### src/rtl/symm_pkg.sv
// Shared types and helpers for the symmetric-orthogonalization sequencer:
// the FSM state encoding, the stage-enable bundle and the stage decode.
package symm_pkg;

   // Sequencer states; working states map one-to-one onto datapath stages
   typedef enum logic [3:0] {
      S_IDLE  = 4'd0,
      S_MUL1  = 4'd1,
      S_NORM  = 4'd2,
      S_SQRT  = 4'd3,
      S_SEL   = 4'd4,
      S_MUL23 = 4'd5,
      S_SUB   = 4'd6,
      S_MUL4  = 4'd7,
      S_ABS   = 4'd8,
      S_TEST  = 4'd9,
      S_DONE  = 4'd10
   } state_t;

   // One clock enable per datapath stage
   typedef struct packed {
      logic e_mul1;
      logic e_norm;
      logic e_sqrt;
      logic e_sel;
      logic e_mul2;
      logic e_mul3;
      logic e_sub;
      logic e_mul4;
      logic e_abs;
      logic e_test;
   } symm_en_t;

   // Stage counts of the first pass (mul1..test) and of a refinement pass (sel..test)
   localparam int N_STAGES_FIRST = 9;
   localparam int N_STAGES_LOOP  = 6;

   // Enable set belonging to a state; MUL23 drives both multipliers at once
   function automatic symm_en_t decode_en(input state_t s);
      symm_en_t e;
      e = '0;
      case (s)
         S_MUL1:  e.e_mul1 = 1'b1;
         S_NORM:  e.e_norm = 1'b1;
         S_SQRT:  e.e_sqrt = 1'b1;
         S_SEL:   e.e_sel  = 1'b1;
         S_MUL23: begin
            e.e_mul2 = 1'b1;
            e.e_mul3 = 1'b1;
         end
         S_SUB:   e.e_sub  = 1'b1;
         S_MUL4:  e.e_mul4 = 1'b1;
         S_ABS:   e.e_abs  = 1'b1;
         S_TEST:  e.e_test = 1'b1;
         default: e = '0;
      endcase
      return e;
   endfunction

   // Fixed stage order between MUL1 and TEST; anything else falls back to IDLE
   function automatic state_t next_stage(input state_t s);
      state_t n;
      case (s)
         S_MUL1:  n = S_NORM;
         S_NORM:  n = S_SQRT;
         S_SQRT:  n = S_SEL;
         S_SEL:   n = S_MUL23;
         S_MUL23: n = S_SUB;
         S_SUB:   n = S_MUL4;
         S_MUL4:  n = S_ABS;
         S_ABS:   n = S_TEST;
         default: n = S_IDLE;
      endcase
      return n;
   endfunction

endpackage

### src/rtl/symm_dwell_cnt.sv
// Stage dwell timer: loadable down-counter that flags the last cycle of a
// stage (count at zero). Holds at zero until the next load.
module symm_dwell_cnt #(
   parameter int W = 2
) (
   input  logic         clk,
   input  logic         rst_n,
   input  logic         load_i,
   input  logic [W-1:0] load_val_i,
   output logic         last_o
);

   logic [W-1:0] cnt_q, cnt_d;

   // Load on a state change, otherwise count down and stop at zero
   always_comb begin
      cnt_d = cnt_q;
      if (load_i) begin
         cnt_d = load_val_i;
      end else if (cnt_q != '0) begin
         cnt_d = cnt_q - W'(1);
      end
   end

   // Counter register, cleared by the asynchronous reset
   always_ff @(posedge clk or negedge rst_n) begin
      if (!rst_n) begin
         cnt_q <= '0;
      end else begin
         cnt_q <= cnt_d;
      end
   end

   assign last_o = (cnt_q == '0);

endmodule

### src/rtl/symm_sequencer.sv
// Sequencer for the 4x4 symmetric-orthogonalization datapath. Walks the
// stages with per-stage clock enables on a single clock, then repeats the
// sel..test refinement loop until the test stage reports orthogonality or
// the pass budget runs out. All outputs are flops fed from the next state,
// so they change together with the state register and clear asynchronously.
module symm_sequencer
   import symm_pkg::*;
#(
   parameter int STAGE_CYC = 2,
   parameter int MAX_ITER  = 8,
   parameter int ITER_W    = 4
) (
   input  logic              clk_symm,
   input  logic              rst_symm_n,
   input  logic              go_symm,
   input  logic              is_orth,
   output logic              symm_busy,
   output logic              symm_done,
   output logic              symm_timeout,
   output logic [ITER_W-1:0] iter_count,
   output logic              en_mul1,
   output logic              en_norm,
   output logic              en_sqrt,
   output logic              en_sel,
   output logic              en_mul2,
   output logic              en_mul3,
   output logic              en_sub,
   output logic              en_mul4,
   output logic              en_abs,
   output logic              en_test,
   output logic              select
);

   localparam int              DW         = $clog2(STAGE_CYC + 1);
   localparam logic [DW-1:0]   DWELL_LOAD = DW'(STAGE_CYC - 1);
   localparam logic [ITER_W-1:0] ITER_LAST = ITER_W'(MAX_ITER - 1);

   state_t              state_q, state_d;
   logic [ITER_W-1:0]   iter_q, iter_d;
   logic                sel_q, sel_d;
   logic                tmo_q, tmo_d;
   symm_en_t            en_q;
   logic                busy_q;
   logic                done_q;
   logic                dwell_last;
   logic                dwell_load;

   // Every state change restarts the dwell timer for the new stage
   assign dwell_load = (state_d != state_q);

   symm_dwell_cnt #(
      .W (DW)
   ) u_dwell (
      .clk        (clk_symm),
      .rst_n      (rst_symm_n),
      .load_i     (dwell_load),
      .load_val_i (DWELL_LOAD),
      .last_o     (dwell_last)
   );

   // Next-state logic: start on go in IDLE, advance at the end of each dwell,
   // decide loop/finish from is_orth only on the last TEST cycle
   always_comb begin
      state_d = state_q;
      iter_d  = iter_q;
      sel_d   = sel_q;
      tmo_d   = tmo_q;
      case (state_q)
         S_IDLE: begin
            if (go_symm) begin
               state_d = S_MUL1;
               iter_d  = '0;
               sel_d   = 1'b0;
               tmo_d   = 1'b0;
            end
         end
         S_TEST: begin
            if (dwell_last) begin
               if (is_orth) begin
                  state_d = S_DONE;
                  tmo_d   = 1'b0;
               end else if (iter_q == ITER_LAST) begin
                  state_d = S_DONE;
                  tmo_d   = 1'b1;
               end else begin
                  state_d = S_SEL;
                  sel_d   = 1'b1;
                  iter_d  = (iter_q == '1) ? iter_q : iter_q + ITER_W'(1);
               end
            end
         end
         S_DONE: begin
            state_d = S_IDLE;
         end
         default: begin
            if (dwell_last) begin
               state_d = next_stage(state_q);
            end
         end
      endcase
   end

   // State, loop bookkeeping and registered output decode
   always_ff @(posedge clk_symm or negedge rst_symm_n) begin
      if (!rst_symm_n) begin
         state_q <= S_IDLE;
         iter_q  <= '0;
         sel_q   <= 1'b0;
         tmo_q   <= 1'b0;
         en_q    <= '0;
         busy_q  <= 1'b0;
         done_q  <= 1'b0;
      end else begin
         state_q <= state_d;
         iter_q  <= iter_d;
         sel_q   <= sel_d;
         tmo_q   <= tmo_d;
         en_q    <= decode_en(state_d);
         busy_q  <= (state_d != S_IDLE);
         done_q  <= (state_d == S_DONE);
      end
   end

   assign symm_busy    = busy_q;
   assign symm_done    = done_q;
   assign symm_timeout = tmo_q;
   assign iter_count   = iter_q;
   assign select       = sel_q;

   assign en_mul1 = en_q.e_mul1;
   assign en_norm = en_q.e_norm;
   assign en_sqrt = en_q.e_sqrt;
   assign en_sel  = en_q.e_sel;
   assign en_mul2 = en_q.e_mul2;
   assign en_mul3 = en_q.e_mul3;
   assign en_sub  = en_q.e_sub;
   assign en_mul4 = en_q.e_mul4;
   assign en_abs  = en_q.e_abs;
   assign en_test = en_q.e_test;

endmodule

### config.mk
export PLATFORM = sky130hd
export DESIGN_NAME = symm_sequencer
export DESIGN_NICKNAME = d
export VERILOG_FILES = /design/src/rtl/symm_pkg.sv /design/src/rtl/symm_dwell_cnt.sv /design/src/rtl/symm_sequencer.sv
export SDC_FILE = /design/constraint.sdc
export NUM_CORES = 1
export LEC_CHECK = 0
export CAP_MARGIN = 40
export CORE_ASPECT_RATIO = 1.25
export CORE_MARGIN = 5
export CORE_UTILIZATION = 55
export DETAILED_ROUTE_END_ITERATION = 8
export GPL_TIMING_DRIVEN = 0
export MAX_ROUTING_LAYER = met4
export PLACE_DENSITY = 0.89
export SLEW_MARGIN = 20
export SYNTH_ARGS = -nofsm -noshare
export SYNTH_HDL_FRONTEND = slang
export SYNTH_SLANG_ARGS = --single-unit
### constraint.sdc
create_clock -name clk_symm -period 6.62 [get_ports clk_symm]
set_clock_uncertainty 0.05 [all_clocks]
set_input_delay 1.324 -clock clk_symm [delete_from_list [all_inputs] [get_ports clk_symm]]
set_output_delay 1.324 -clock clk_symm [all_outputs]
set_load 0.02 [all_outputs]
==> summary.md <==
| Metric | Value |
|---|---|
| Outcome | `completed` |
| Die Width | `between 50 and 60 um` |
| Core area | `about 2400 um^2` |
| Netlist cell types | `between 50 and 60` |
| Hold Crit Class | `register to register` |
| CTS tree | `yes` |
| Synth Flop Type | `dfrtp_1` |
| Final Non-Filler Cells | `197` |
| Leakage | `0.733 nW` |
| R2R depth | `8` |
| Die H | `66.3 um` |
| Min cycle time layout | `between 2 and 3 ns` |
| Setup-failing EPs final | `0` |
| Synth warn | `0` |
| MaxCap Viol Count | `0` |
| Synthesized area | `around 1400 um^2` |
| Skew-Pair Late Insertion Delay | `between 0.3 and 0.4 ns` |
| Metal2 WL | `1680 um` |
| Max Slew Vio Count | `0` |
| 1st-iter DRT viols | `35` |
| Placed Cells | `193` |
| Overflow after GRT | `0` |
| First-pass GRT wire length | `5840 um` |
| Maximum clock rate | `approximately 0.35 GHz` |
| Worst Setup Slack, final | `about 3.8 ns` |
| N_diodes | `0` |
| Max Used Layer | `met4` |
| Io pins | `22` |
| Post_cts resized | `0` |
| Yosys reg bits | `23` |
| Initial antenna violation count | `0` |
| Final Hold Viols | `0` |
| Cell Rows | `20` |
| RePlAce Congestion | `0.891` |
| Worst EP arrival | `~3 ns` |
| DRT met1 WL | `between 1000 and 1500 um` |
| Final core area utilization | `a little over two thirds` |
| Post-synth ARST share | `between 90% and 100%` |
| CTS Hold Bufs | `0` |
| Setup bufs post-CTS | `0` |
| Final wirelength | `3320 um` |
| Post-synth EDFFs | `0` |
| Initial core utilization | `a little under three fifths` |
| Antenna viol nets, final | `0` |
| Commonest cells in the netlist | `23 x dfrtp_1, 11 x inv_1, 8 x nand2_1, 8 x nor2_1, 7 x ha_1` |
| TritonRoute pass-1 iters | `4` |
| Power density over the cells | `458 nW/um^2` |
| Num Clock Sinks | `23` |
| Met3 WL | `128 um` |
| Area Growth Syn to Fin | `21.0%` |
| RSZ-0062 raised after global routing | `false` |
| Design Area, Final | `around 1700 um^2` |
| Worst vdd ir | `between 300 and 400 uV` |
| Largest net degree at the start of global routing | `19` |
| Setup WS pre-CTS | `between 3 and 4 ns` |
| Post-synthesis sequential area ratio | `41.3%` |
| CP Class | `primary input to register` |
| Share of cells above drive strength 1 | `a little over an eighth` |
| Cell count after synthesis | `around 140` |
| Vias per inst | `around 6.0` |
| Die Area | `3650 um^2` |
| Critical path capture point type | `register` |
| Slew headroom | `a little under three quarters` |
| H-tree level count | `1` |
| Worst Max-Slew Pin Slew | `around 0.42 ns` |
| Count leader, synth | `dfrtp_1` |
| Req. time, crit path | `~6.8 ns` |
| CTS clock-pin slew for the worst setup and hold paths | `0.12 ns` |
| Fill cells | `~180` |
| Leading area contributor after synthesis | `dfrtp_1` |
| Fin nets | `approximately 180` |
| Area after DPL | `between 1500 and 2000 um^2` |
| Vias | `between 1000 and 1500` |
| Crit start category | `primary input` |
| Total GRT Usage | `between 20% and 30%` |
| Synth top area share | `between 40 and 50%` |
| Tcrit/Tclk final | `a little over two fifths` |
| Critical-path maximum fanout | `10` |
| DP HPWL | `around 2600 um` |
| Inserted Clock Buffers | `3` |
| # port buffers | `21` |
| Synthesized Nets | `~150` |
| # DRC | `0` |
| Setup TNS Final | `0 ns` |
| Max Root-Sink Buffers | `2` |
| Routed WL per cell | `16.8 um` |
| Largest cells by area after synthesis | `dfrtp_1 41%, ha_1 6.3%, inv_1 3.0%, nor3b_1 2.7%, nor3_1 2.2%` |
| Avg Inst Size Synth | `just over 10 um^2` |
| Vias in the first global route | `1242` |
| Hold depth | `2` |
| Root Driver | `clkbuf_4` |
layer usage:
layer  global-route usage, %  up-vias
met2                    35.1       34
li1                        -      557
met4                    8.51        0
met5                       -        -
met3                    2.48        8
met1                    29.0      576
report_power, final:
part	internal (mW)	switching (mW)
Clock	0.0236	0.0415
Combinational	0.201	0.296
Sequential	0.179	0.0314
Total	0.404	0.368
worst paths after layout:
path / startpoint / endpoint / slack, ns
min: symm_timeout / symm_timeout / 0.48
min reg2reg: symm_timeout / symm_timeout / 0.48
max: is_orth / en_abs / 3.79
max in group asynchronous: rst_symm_n / u_dwell.cnt_q[1] / 4.90
max reg2reg: state_q[1] / en_abs / 4.01
min in group asynchronous: rst_symm_n / iter_count[3] / 1.20
cells in the final DEF (no fill, tap or decap), types with 3 or more instances in the layout:
| cell type | synthesis | final |
|---|---|---|
| dfrtp_1 | 23 | 23 |
| clkdlybuf4s50_1 | 0 | 21 |
| inv_1 | 11 | 11 |
| nand2_1 | 8 | 8 |
| nor2_1 | 8 | 8 |
| ha_1 | 7 | 7 |
| nor3_1 | 6 | 6 |
| a21oi_1 | 5 | 5 |
| o21ai_0 | 5 | 5 |
| nor3b_1 | 5 | 5 |
| nand3b_1 | 3 | 3 |
| nor4_1 | 3 | 3 |
| o22ai_1 | 3 | 3 |
| nand2b_1 | 3 | 3 |
| clkbuf_4 | 0 | 3 |
cell families (layout without fill, tap and decap cells):
family | Yosys count | after routing | share of synthesized area, %
xor gates and xnor gates | 2 | 2 | 1.26
AOI/OAI and AO/OA | 32 | 32 | 16.9
adders and majority gates | 7 | 7 | 6.28
DFF | 23 | 23 | 41.3
buffers and inverters | 18 | 44 | 7.00
muxes | 3 | 3 | 2.33
and+or+nand+nor | 53 | 53 | 25.0
metrics by stage:
step | hold slack, ns | power (mW)
finish | 0.477 | 0.772
floorplan | 0.434 | 0.571
global placement | 0.399 | 0.690
CTS | 0.474 | 0.771
detailed placement | 0.445 | 0.706
global route | 0.493 | 0.837
critical path: stages:
cell	delay (ns)
clkdlybuf4s50_1	0.47
inv_1	0.08
a21oi_2	0.28
a311oi_1	0.09
o22ai_1	0.29
buf_2	0.26
nor3b_1	0.22
cell type report:
cell class                 count  area, um^2  share of cell area, %
timing repair buffer          22         225                   13.4
buffer                         6        50.0                   2.97
multi-input combinational     97         721                   42.7
clock buffer                   4        26.3                   1.56
sequential                    23         576                   34.1
inverter                      12        47.5                   2.82
tap                           33        41.3                   2.45
Power figures use the tool's default switching activity.
